## src/rtl/rs_pkg.sv

```systemverilog
// Shared widths, entry layout and the operand snoop helper for the reservation station.
// The RS_*_DEF values are the default geometry for the rs parameters.
package rs_pkg;
  localparam int REG_DAT_W       = 32;
  localparam int ROB_ADD_W       = 5;
  localparam int INS_OP_W        = 6;
  localparam int RS_S_DEF        = 16;
  localparam int RS_ADD_W_DEF    = 4;
  localparam int FULL_MARGIN_DEF = 2;

  typedef struct packed {
    logic [ROB_ADD_W-1:0] q;
    logic [REG_DAT_W-1:0] v;
  } opnd_t;

  typedef struct packed {
    logic [INS_OP_W-1:0]  op;
    logic [31:0]          pc;
    logic [31:0]          imm;
    opnd_t                s1;
    opnd_t                s2;
    logic [ROB_ADD_W-1:0] qd;
  } entry_t;

  // Tag 0 means the value is already present, so it never matches a broadcast.
  // EX wins over LSB when both carry the same tag.
  function automatic opnd_t snoop(
    input logic [ROB_ADD_W-1:0] q,
    input logic [REG_DAT_W-1:0] v,
    input logic                 ex_en,
    input logic [ROB_ADD_W-1:0] ex_qd,
    input logic [REG_DAT_W-1:0] ex_vd,
    input logic                 lsb_en,
    input logic [ROB_ADD_W-1:0] lsb_qd,
    input logic [REG_DAT_W-1:0] lsb_vd
  );
    opnd_t r;
    r.q = q;
    r.v = v;
    if (q != '0 && ex_en && q == ex_qd) begin
      r.q = '0;
      r.v = ex_vd;
    end else if (q != '0 && lsb_en && q == lsb_qd) begin
      r.q = '0;
      r.v = lsb_vd;
    end
    return r;
  endfunction
endpackage

```

## src/rtl/rs_sel.sv

```systemverilog
// Lowest-index priority encoder: returns the index of the lowest set request bit.
module rs_sel #(
  parameter int N = 16,
  parameter int W = 4
) (
  input  logic [N-1:0] req,
  output logic [W-1:0] idx,
  output logic         vld
);
  always_comb begin
    idx = '0;
    vld = 1'b0;
    for (int i = N - 1; i >= 0; i--) begin
      if (req[i]) begin
        idx = W'(i);
        vld = 1'b1;
      end
    end
  end
endmodule

```

## src/rtl/rs.sv

```systemverilog
// Reservation station: allocates one renamed instruction per cycle, wakes operands
// from the EX/LSB broadcasts and issues the lowest-index ready entry each cycle.
module rs
  import rs_pkg::*;
#(
  parameter int RS_S        = RS_S_DEF,
  parameter int RS_ADD_W    = RS_ADD_W_DEF,
  parameter int FULL_MARGIN = FULL_MARGIN_DEF
) (
  input  logic                 clk,
  input  logic                 rst,
  input  logic                 en,
  input  logic                 iMp,
  input  logic                 iROB_En,
  input  logic [INS_OP_W-1:0]  iROB_Op,
  input  logic [31:0]          iROB_Pc,
  input  logic [31:0]          iROB_Imm,
  input  logic [ROB_ADD_W-1:0] iROB_Qs1,
  input  logic [ROB_ADD_W-1:0] iROB_Qs2,
  input  logic [REG_DAT_W-1:0] iROB_Vs1,
  input  logic [REG_DAT_W-1:0] iROB_Vs2,
  input  logic [ROB_ADD_W-1:0] iROB_Qd,
  input  logic                 iEX_En,
  input  logic [ROB_ADD_W-1:0] iEX_Qd,
  input  logic [REG_DAT_W-1:0] iEX_Vd,
  input  logic                 iLSB_En,
  input  logic [ROB_ADD_W-1:0] iLSB_Qd,
  input  logic [REG_DAT_W-1:0] iLSB_Vd,
  output logic                 oEX_En,
  output logic [INS_OP_W-1:0]  oEX_Op,
  output logic [31:0]          oEX_Pc,
  output logic [31:0]          oEX_Imm,
  output logic [REG_DAT_W-1:0] oEX_Vs1,
  output logic [REG_DAT_W-1:0] oEX_Vs2,
  output logic [ROB_ADD_W-1:0] oEX_Qd,
  output logic                 oFull
);
  logic [RS_S-1:0]     busy;
  logic [RS_S-1:0]     ready;
  entry_t              ent [RS_S];
  entry_t              new_ent;
  logic [RS_ADD_W-1:0] free_idx;
  logic [RS_ADD_W-1:0] rdy_idx;
  logic                free_vld;
  logic                rdy_vld;
  logic                alloc_go;
  logic [RS_ADD_W:0]   free_cnt;

  rs_sel #(.N(RS_S), .W(RS_ADD_W)) u_free_sel (
    .req (~busy),
    .idx (free_idx),
    .vld (free_vld)
  );

  rs_sel #(.N(RS_S), .W(RS_ADD_W)) u_rdy_sel (
    .req (ready),
    .idx (rdy_idx),
    .vld (rdy_vld)
  );

  always_comb begin
    for (int i = 0; i < RS_S; i++) begin
      ready[i] = busy[i] && (ent[i].s1.q == '0) && (ent[i].s2.q == '0);
    end
  end

  always_comb begin
    free_cnt = '0;
    for (int i = 0; i < RS_S; i++) begin
      if (!busy[i]) free_cnt = free_cnt + (RS_ADD_W+1)'(1);
    end
  end

  assign oFull    = (free_cnt <= (RS_ADD_W+1)'(FULL_MARGIN));
  // A request with no free slot is silently dropped.
  assign alloc_go = iROB_En && free_vld;

  always_comb begin
    new_ent    = '0;
    new_ent.op  = iROB_Op;
    new_ent.pc  = iROB_Pc;
    new_ent.imm = iROB_Imm;
    new_ent.qd  = iROB_Qd;
    new_ent.s1  = snoop(iROB_Qs1, iROB_Vs1, iEX_En, iEX_Qd, iEX_Vd,
                        iLSB_En, iLSB_Qd, iLSB_Vd);
    new_ent.s2  = snoop(iROB_Qs2, iROB_Vs2, iEX_En, iEX_Qd, iEX_Vd,
                        iLSB_En, iLSB_Qd, iLSB_Vd);
  end

  // Entry payload: written on allocation, operands refreshed by wakeup; validity lives in busy.
  always_ff @(posedge clk) begin
    if (en && !iMp) begin
      for (int i = 0; i < RS_S; i++) begin
        if (alloc_go && free_idx == RS_ADD_W'(i)) begin
          ent[i] <= new_ent;
        end else if (busy[i]) begin
          ent[i].s1 <= snoop(ent[i].s1.q, ent[i].s1.v, iEX_En, iEX_Qd, iEX_Vd,
                             iLSB_En, iLSB_Qd, iLSB_Vd);
          ent[i].s2 <= snoop(ent[i].s2.q, ent[i].s2.v, iEX_En, iEX_Qd, iEX_Vd,
                             iLSB_En, iLSB_Qd, iLSB_Vd);
        end
      end
    end
  end

  // Issue stage: selected entry registered onto oEX_*, its slot freed at the same edge.
  always_ff @(posedge clk or posedge rst) begin
    if (rst) begin
      busy    <= '0;
      oEX_En  <= 1'b0;
      oEX_Op  <= '0;
      oEX_Pc  <= '0;
      oEX_Imm <= '0;
      oEX_Vs1 <= '0;
      oEX_Vs2 <= '0;
      oEX_Qd  <= '0;
    end else if (iMp) begin
      busy   <= '0;
      oEX_En <= 1'b0;
    end else if (en) begin
      oEX_En <= rdy_vld;
      if (rdy_vld) begin
        busy[rdy_idx] <= 1'b0;
        oEX_Op        <= ent[rdy_idx].op;
        oEX_Pc        <= ent[rdy_idx].pc;
        oEX_Imm       <= ent[rdy_idx].imm;
        oEX_Vs1       <= ent[rdy_idx].s1.v;
        oEX_Vs2       <= ent[rdy_idx].s2.v;
        oEX_Qd        <= ent[rdy_idx].qd;
      end
      if (alloc_go) busy[free_idx] <= 1'b1;
    end else begin
      oEX_En <= 1'b0;
    end
  end
endmodule
```

## config.mk

```make
export PLATFORM = sky130hd
export DESIGN_NAME = rs
export DESIGN_NICKNAME = d
export VERILOG_FILES = /design/src/rtl/rs_pkg.sv /design/src/rtl/rs_sel.sv /design/src/rtl/rs.sv
export SDC_FILE = /design/constraint.sdc
export NUM_CORES = 2
export LEC_CHECK = 0
export BUFFER_PORTS_ARGS = -buffer_cell sky130_fd_sc_hd__buf_2
export CORE_ASPECT_RATIO = 1.2
export CORE_MARGIN = 5
export CORE_UTILIZATION = 29
export DETAILED_ROUTE_END_ITERATION = 12
export HOLD_SLACK_MARGIN = 0.02
export PLACE_DENSITY = 0.44
export SETUP_SLACK_MARGIN = 0.4
export SLEW_MARGIN = 20
export SYNTH_ARGS = -nofsm -noshare
export SYNTH_HDL_FRONTEND = slang
export SYNTH_SLANG_ARGS = --single-unit
```

## constraint.sdc

```tcl
create_clock -name clk -period 24.6 [get_ports clk]
set_input_delay 2.46 -clock clk [delete_from_list [all_inputs] [get_ports clk]]
set_output_delay 2.46 -clock clk [all_outputs]
set_load 0.01 [all_outputs]
```

==> run summary <==
CTS tree: done
Final Net Count: 11300
switching share of power: 25.0%
sum of negative setup slack: 0 ns
sequential cell area: 75500 um^2
fillers: 43100
layout cells sized above 1: 11.4%
worst-path maximum fanout: 10
# port buffers: 370
cell mode on critical path: ha_1
gr ovfl total: 0
via count: 96100
CP Data Arrival Time: 11.25 ns
largest net degree at the start of global routing: 141
kind of critical path: reg2out
post-synthesis sequential area ratio: 60.1%
Worst-Skew Late Latency: 0.98 ns
H-tree depth: 5
clock power share: 44.4%
leak pwr: 48.2 nW
post-route ant nets: 0
Core ar.: 431000 um^2
Die X: 611 um
VDD IR-drop max: 0.0600 mV
setup bufs post-CTS: 0
top cell type's share of synthesized area: 57.0%
HPWL Detailed: 324000 um
die span in y: 731 um
Final min period: 13.71 ns
crit path capture type: primary output
Cell Pwr Density: 71.4 nW/um^2
Post-CTS Resized: 0
total CTS buffers: 298
CP required: 22.14 ns
root buf cell: clkbuf_16
DRT Pass-1 Iters: 9
Worst Setup Start Kind: flip-flop
Row Count: 264
total net switching power: 2.56 mW
Final GP Congestion: 0.852
Final Core Density: 33.3%
Seq pwr share: 46.7%
EDFF count, synth: 2384
first-pass GRT wire length: 782000 um
Layout area overhead: 14.4%
clk_skew: 0.0686 ns
Max-Cap Viols: 0
Wirelength per Cell: 33.8 um
Residual DRC: 0
worst slack, placed: 11.96 ns
worst-margin pin slew: 1.26 ns
top cells by area, synth: edfxtp_1 (57%), mux2i_1 (12%), a21oi_1 (5.1%), nor2_1 (4.0%), nand2_1 (3.6%)
total power draw: 10.3 mW
Final setup viols: 0
synthesized area per cell: 11.2 um^2
Max Clk Rate: 73.0 MHz
# IOs: 371
Ys Warns: 0
initial core utilization: 29.1%
Synth async-reset ratio: 6.14%
Internal: 7.70 mW
ys flop type: edfxtp_1
outcome: finished clean
syn nets: 11500
Final Max Slew Viols: 0
slowest cell on the critical path: dfrtp_1
Synth Register Bits: 2540
number of global-route vias before repair: 92900
final hold violation count: 0
Tcrit/Tclk final: 55.7%
r2r setup slk: 17.14 ns
Logic pwr share: 8.9%
RSZ-0062 raised after global routing: false
GRT Total Usage: 24.8%
initial antenna violation count: 99
Slew headroom: 15.8%
Distinct cells, synth: 66
area of the multi-input gates: 46500 um^2
hold_buf cts: 0
# clock sinks: 2540
Synth Instances: 11200
Hold Path Class: reg2reg
post-DR vias/cell: 5.62
crit path setup slack, layout: 10.89 ns
Starting DRT DRC Count: 11700
leading area contributor after synthesis: edfxtp_1
Clock Path Buffers: 4
CP peak stage delay: 0.64 ns
total wire length: 577000 um
Mapped Area: 126000 um^2
clock slew at the register clock pins of the worst setup and hold paths: 0.06 ns
die area: 447000 um^2
## flip-flops by register name (all words and copies together), names as in the netlist
register  count
busy         16
ent        2384
oEX_En        1
oEX_Imm      32
oEX_Op        6
oEX_Pc       32
oEX_Qd        5
oEX_Vs1      32
oEX_Vs2      32
## synthesized netlist by cell type (35+ instances only)
library cell / instances
mux2i_1: 1462
o21ai_1: 65
or4_1: 35
nand3_1: 221
nor3_1: 444
xor2_1: 139
dfrtp_1: 156
o2bb2ai_1: 64
buf_1: 121
edfxtp_1: 2384
o2111ai_1: 49
o21ai_0: 151
a22oi_1: 98
o21a_1: 50
a21oi_1: 1287
o221ai_1: 135
a31oi_1: 178
nand2_1: 1191
nand4_1: 74
buf_2: 58
nor2_1: 1322
nor4_1: 67
inv_1: 35
xnor2_1: 230
clkbuf_1: 971
## stage by stage
| stage | hold WS (ns) | area [um^2] | cells |
|---|---|---|---|
| after floorplan | 0.531 | 126000 | 11200 |
| after global placement | 0.476 | 134000 | 16500 |
| after detailed placement | 0.478 | 134000 | 16500 |
| after CTS | 0.492 | 143000 | 17000 |
| after global routing | 0.504 | 144000 | 17100 |
| final | 0.483 | 144000 | 17100 |
## path summary, 6_finish.rpt
path                                      endpoint  cells past startpoint                       from
max in group asynchronous  oEX_Imm[13]$_DFFE_PP0P_                      3                        rst
max                                          oFull                     47        busy[0]$_DFFE_PP0P_
min                         oEX_Imm[4]$_DFFE_PP0P_                      1     oEX_Imm[4]$_DFFE_PP0P_
min reg2reg                 oEX_Imm[4]$_DFFE_PP0P_                      1     oEX_Imm[4]$_DFFE_PP0P_
max reg2reg                 oEX_Vs2[1]$_DFFE_PP0P_                     15  ent[14][38]$_SDFFCE_PP0P_
min in group asynchronous    oEX_Op[2]$_DFFE_PP0P_                      2                        rst
## kinds of logic (layout without fill, tap and decap cells)
| family | after synthesis | after routing | synth area share (%) |
|---|---|---|---|
| DFF | 2540 | 2540 | 60.1 |
| other | 0 | 73 | 0 |
| AOI/OAI and AO/OA | 2209 | 2209 | 10.3 |
| muxes | 1464 | 1464 | 11.7 |
| adders and majority gates | 16 | 16 | 0.157 |
| and+or+nand+nor | 3417 | 3417 | 11.4 |
| buffers and inverters | 1187 | 1276 | 3.61 |
| xor gates and xnor gates | 378 | 378 | 2.74 |
## cells in the final DEF (no fill, tap or decap), types with 48 or more instances in the layout
cell type,synthesis,routed
a21oi_1,1287,1285
o21ai_0,151,146
a22oi_1,98,98
o21a_1,50,50
xnor2_1,230,230
o221ai_1,135,135
diode_2,0,73
o2111ai_1,49,48
clkbuf_1,971,77
clkbuf_16,0,305
edfxtp_1,2384,2384
nand4_1,74,74
nand2_1,1191,1152
mux2i_1,1462,1462
nor3_1,444,441
nand3_1,221,218
nor2_1,1322,1311
buf_2,58,369
buf_4,1,309
dfrtp_1,156,156
o2bb2ai_1,64,64
a31oi_1,178,176
xor2_1,139,139
## layer usage
metal  track usage (%)  routed length [um]  vias up
li1                  -                   -    40800
met1              31.7              229000    49000
met2              40.8              270000     5025
met3              4.77               48400     1229
met4              11.3               30100       16
met5                 0                 109        -
## critical path: cells and delay by family, from the launching register on
kind	cells	cell delay, ns
mux	3	0.94
buf+inv	4	0.58
xor+xnor	1	0.23
simple gates	13	1.08
fa+ha+maj	14	4.28
compound gates	12	2.51
flops	1	0.64
## cell type report
class	instances	area share [%]
Clock inverter	144	1.09
Antenna cell	73	0.127
Tap cell	5719	4.98
Inverter	36	0.129
Multi-Input combinational cell	7484	32.3
Sequential cell	2540	52.5
Timing Repair Buffer	691	3.08
Clock buffer	405	5.73
## power groups by stage
| stage | Clock (mW) | Sequential, mW | Combinational (mW) |
|---|---|---|---|
| after floorplan | 0 | 4.88 | 0.589 |
| after global placement | 0 | 4.88 | 0.891 |
| after detailed placement | 0 | 4.88 | 0.898 |
| after CTS | 4.64 | 4.79 | 0.904 |
| after global routing | 4.80 | 4.79 | 0.986 |
| final | 4.55 | 4.79 | 0.910 |
No activity file was read; power rests on OpenSTA's default activity.
